`src/rtl/sw_io_pkg.sv`:
```
// sw_io_pkg: shared debounce lengths for simulation and the 50 MHz board build.
package sw_io_pkg;
  localparam int DEBOUNCE_CYCLES_SIM   = 16;
  localparam int DEBOUNCE_CYCLES_BOARD = 500000;
endpackage

```
`src/rtl/sync_2ff.sv`:
```
// sync_2ff: 1-bit two-flop synchroniser for asynchronous board inputs.
module sync_2ff (
  input  logic clock,
  input  logic reset,
  input  logic d_i,
  output logic q_o
);
  logic s1_q, s2_q;
  always_ff @(posedge clock) begin
    if (reset) begin
      s1_q <= 1'b0;
      s2_q <= 1'b0;
    end else begin
      s1_q <= d_i;
      s2_q <= s1_q;
    end
  end
  assign q_o = s2_q;
endmodule

```
`src/rtl/switch_debouncer.sv`:
```
// switch_debouncer: synchronise and debounce a switch; edge pulses built only with DEBOUNCE_EDGE_PULSE_EN.
module switch_debouncer
  import sw_io_pkg::*;
#(
  parameter  int STABLE_CYCLES = DEBOUNCE_CYCLES_SIM,
  localparam int CNT_W         = $clog2(STABLE_CYCLES + 1)
) (
  input  logic clock,
  input  logic reset,
  input  logic noisy_in,
  output logic clean_out,
  output logic rise_pulse,
  output logic fall_pulse
);
  logic s2, upd, clean_q, clean_d;
  logic [CNT_W-1:0] cnt_q, cnt_d;
  sync_2ff u_sync (
    .clock(clock),
    .reset(reset),
    .d_i  (noisy_in),
    .q_o  (s2)
  );
  // any agreement with the current output restarts the stability window
  always_comb begin
    upd     = (s2 != clean_q) && (cnt_q == CNT_W'(STABLE_CYCLES - 1));
    cnt_d   = (s2 == clean_q || upd) ? '0 : cnt_q + 1'b1;
    clean_d = upd ? s2 : clean_q;
  end
  always_ff @(posedge clock) begin
    if (reset) begin
      cnt_q   <= '0;
      clean_q <= 1'b0;
    end else begin
      cnt_q   <= cnt_d;
      clean_q <= clean_d;
    end
  end
  assign clean_out = clean_q;
`ifdef DEBOUNCE_EDGE_PULSE_EN
  logic rise_q, fall_q;
  always_ff @(posedge clock) begin
    if (reset) begin
      rise_q <= 1'b0;
      fall_q <= 1'b0;
    end else begin
      rise_q <= upd & s2;
      fall_q <= upd & ~s2;
    end
  end
  assign rise_pulse = rise_q;
  assign fall_pulse = fall_q;
`else
  assign rise_pulse = 1'b0;
  assign fall_pulse = 1'b0;
`endif
endmodule

```
`config.mk`:
```
export PLATFORM = sky130hd
export DESIGN_NAME = switch_debouncer
export DESIGN_NICKNAME = d
export VERILOG_FILES = /design/src/rtl/sw_io_pkg.sv /design/src/rtl/sync_2ff.sv /design/src/rtl/switch_debouncer.sv
export SDC_FILE = /design/constraint.sdc
export NUM_CORES = 1
export LEC_CHECK = 0
export ABC_AREA = 1
export CAP_MARGIN = 20
export CORE_AREA = 2 2 39 41
export CTS_CLUSTER_SIZE = 28
export DETAILED_ROUTE_END_ITERATION = 8
export DIE_AREA = 0 0 41 43
export GPL_TIMING_DRIVEN = 1
export PLACE_DENSITY = 0.53
export SLEW_MARGIN = 30
export SYNTH_ARGS = -nofsm -noshare
export SYNTH_HDL_FRONTEND = slang
export SYNTH_SLANG_ARGS = --single-unit
export TNS_END_PERCENT = 20
```
`constraint.sdc`:
```
create_clock -name clock -period 1.7 [get_ports clock]
set_clock_uncertainty 0.2 [all_clocks]
set_input_delay 0.425 -clock clock [delete_from_list [all_inputs] [get_ports clock]]
set_output_delay 0.425 -clock clock [all_outputs]
set_load 0.05 [all_outputs]
```
==> results.txt <==
The worst voltage drop across the vdd grid came out at 0.319 mV. The floorplan step set the die width to between 40 and 50 um. The number of top-level design ports is 6. The port buffer count came out at 3. The gate count of the mapped netlist is 39. The total number of nets in the final design is just over 50. In this run the worst hold path is classified as flip-flop to flip-flop. The count of antenna diodes in the layout came out at 0. Dividing the detail-routed via count by the number of cells gives ~3.9.

The post-CTS repair timing setup buffer count is 0. The fraction of final layout cells with drive strength greater than 1 is 0.159. The number of synthesis warnings came out at 0. The number of antenna violations at the first check in global routing is 0. Of the total synthesized cell area, the portion taken by AND, OR, NAND and NOR gates is 0.221. The level count of the clock H-tree came out at 1. The count of pins over their slew limit is 0.

The worst endpoint data arrival time is around 1.5 ns. The cell leakage power came out at 0.154 nW. For this configuration, the core starts out at a cell density of 0.237. The portion of total power attributed to the clock network is 0.404. The worst hold path begins at u_sync.s1_q$_SDFF_PP0_.

The die outline height is about 43 um. The CTS sink count is 8. The cts-stage hold buffer count is 0. The power density relative to cell area came out at approximately 900 mW/mm2. The die outline area came out at ~0.0018 mm2. The number of synthesized flops with an enable pin came out at 0.

The biggest area contributor in the post-synthesis netlist is sky130_fd_sc_hd__dfxtp_1. After routing the design area is 399 um2. The iteration count of the initial detailed-routing pass is 4. After synthesis, the cell types taking the most area are sky130_fd_sc_hd__dfxtp_1, sky130_fd_sc_hd__nor2_1, sky130_fd_sc_hd__inv_1. Timing would allow up to about 660 MHz. The setup violation total in the final timing report came out at 0. The estimated wirelength of the detail-placed design came out at approximately 320 um. The number of nets still failing antenna checks after routing came out at 0.

The worst reg2reg path startpoint is cnt_q[0]$_SDFF_PP0_. The maximum fanout along the worst path came out at 5. After detailed routing, the average wire length per cell comes to 7.15 um. The global-route wire length before repair is ~650 um.

Clock tree synthesis selected as its root buffer the cell sky130_fd_sc_hd__clkbuf_4. After synthesis the cells add up to 328 um2. Tracing the worst setup path back leads to its startpoint at cnt_q[0]$_SDFF_PP0_.

The placed standard-cell area came out at 377 um2. The share of synthesized registers carrying an async set or reset came out at 0. The clock latency on the worst-skew pair came out at around 0.25 ns. The global routing usage summed across all routing layers is 0.0665. The number of buffers created by CTS came out at 3. The sequential share of power came out at 0.536. The final worst-path setup slack is around 0.18 ns. At the end of the flow the core is filled with cells to 0.288.

The residual DRC count is 0. The number of synthesized register bits is 8. The area growth from synthesis to layout is 21.8%. The overflow left after global routing came out at 0.

After synthesis, the largest family of logic cells by area is simple AND/OR/NAND/NOR gates. The prevailing post-synth register cell is sky130_fd_sc_hd__dfxtp_1. By startpoint and endpoint, the worst setup path is classified as flip-flop to flip-flop. The final critical path time including I/O delays and setup came out at 1.52 ns. The proportion of total power due to net switching is 0.225. The count of different cell masters after synthesis is 14. The combinational cell fraction of total power came out at 0.059. The internal portion of total power is 0.000278 W. The setup slack at placement is ~0.12 ns.

The final cycle utilization of the critical path came out at 0.892. The total length of routed wires is ~430 um. The number of buffers between clock root and the deepest sink came out at 2. Setup repair after global routing left no endpoint under its margin. The adder-cell share of the synthesized area is 0.0763. Data on the critical path is required at its endpoint by ~1.7 ns. A synthesized cell averages ~8.4 um2. Clock-pin slew was measured on the worst setup and hold paths at about 0.050 ns. The top-area cell type share of the netlist area is 0.489.

The number of max-cap violations came out at 0. The run finished with clean final reports. The switching power came out at ~0.000080 W. The routed layout has 234 vias. The sequential share of the synthesized area came out at 0.489. The final hold violation count is 0. The row count is 14. The maximum number of pins on one net before global-route repair came out at 6. The xor/xnor cell area share of the yosys netlist is 0.0267.

The total power draw came out at roughly 0.00036 W. The CTS tree is built. The portion of netlist area occupied by mux cells came out at 0. The final sum of negative setup slack came out at 0 ns. STA classifies the critical path startpoint as a flip-flop.

The post-cts resize count is 0. The area of the placeable core is around 0.0014 mm2. The global placement routability congestion came out at roughly 0.62. In this run, the number of DRC markers left after iteration 0 of detailed routing was 5.

The compound-gate portion of the synthesized area was 0.0496. The number of global-route vias before repair was 167. The commonest cells after synthesis are sky130_fd_sc_hd__dfxtp_1, sky130_fd_sc_hd__nor2_1, sky130_fd_sc_hd__inv_1. The worst setup path is captured at a flip-flop.
==> power by group through the flow <==
stage,Sequential (W),Combinational [W],Clock [W]
finish,0.000192,0.0000212,0.000145
detailed placement,0.000196,0.0000214,0
CTS,0.000192,0.0000214,0.000151
global route,0.000192,0.0000231,0.000160
global placement,0.000196,0.0000209,0
floorplan,0.000196,0.0000185,0
==> sequential cells by signal, summed over array words and instances, names as in the netlist <==
signal,flops
cnt_q,5
clean_out,1
u_sync.q_o,1
u_sync.s1_q,1
==> final cells by class <==
cell class	instances	area (um2)
well taps	16	20.0
flip-flops and latches	8	160
inverters	7	26.3
fillers	150	985
multi-input cells	23	130
repair buffers	3	40.0
clock buffers	3	22.5
==> critical path, stage by stage, from the launching register on <==
cell and delay [ns]:
sky130_fd_sc_hd__dfxtp_1 0.33, sky130_fd_sc_hd__ha_1 0.22, sky130_fd_sc_hd__nand2_1 0.06, sky130_fd_sc_hd__nor2_1 0.04
sky130_fd_sc_hd__ha_1 0.21, sky130_fd_sc_hd__nor2_2 0.13, sky130_fd_sc_hd__nand3_2 0.14, sky130_fd_sc_hd__a21oi_2 0.12
==> layer usage <==
metal,vias up,routed length [um],GRT usage
met5,-,0,0
met4,0,17,0.120
met3,2,22,0.0314
met2,10,188,0.0563
met1,97,200,0.0779
li1,125,-,-
==> worst paths after layout <==
kind	cells after the start	endpoint	slack (ns)
min reg2reg	2	u_sync.q_o$_SDFF_PP0_	0.20
max reg2reg	7	cnt_q[3]$_SDFF_PP0_	0.18
max	7	cnt_q[3]$_SDFF_PP0_	0.18
min	2	u_sync.q_o$_SDFF_PP0_	0.20
==> placed cells by master (no fill, tap or decap), drive strengths merged <==
cell           netlist  layout
ha                   2       2
inv                  7       7
nand2                4       4
clkdlybuf4s50        0       2
nor2                 9       9
buf                  2       1
a21oi                1       1
a211oi               1       1
nand3                2       2
nand4                1       1
conb                 1       2
xnor2                1       1
dfxtp                8       8
clkbuf               0       3
==> logic make-up after synthesis <==
| kind of cell | after synthesis |
|---|---|
| DFF | 8 |
| and+or+nand+nor | 16 |
| other | 1 |
| AOI/OAI and AO/OA | 2 |
| xor gates and xnor gates | 1 |
| adders and majority gates | 2 |
| buffers and inverters | 9 |
==> per-stage QoR <==
step	hold WS [ns]	std cells
2_1_floorplan	0.188	40
3_3_place_gp	0.190	57
3_5_place_dp	0.198	57
4_1_cts	0.207	60
5_1_grt	0.241	60
6_report	0.203	60
No activity file was read; power rests on OpenSTA's default activity.
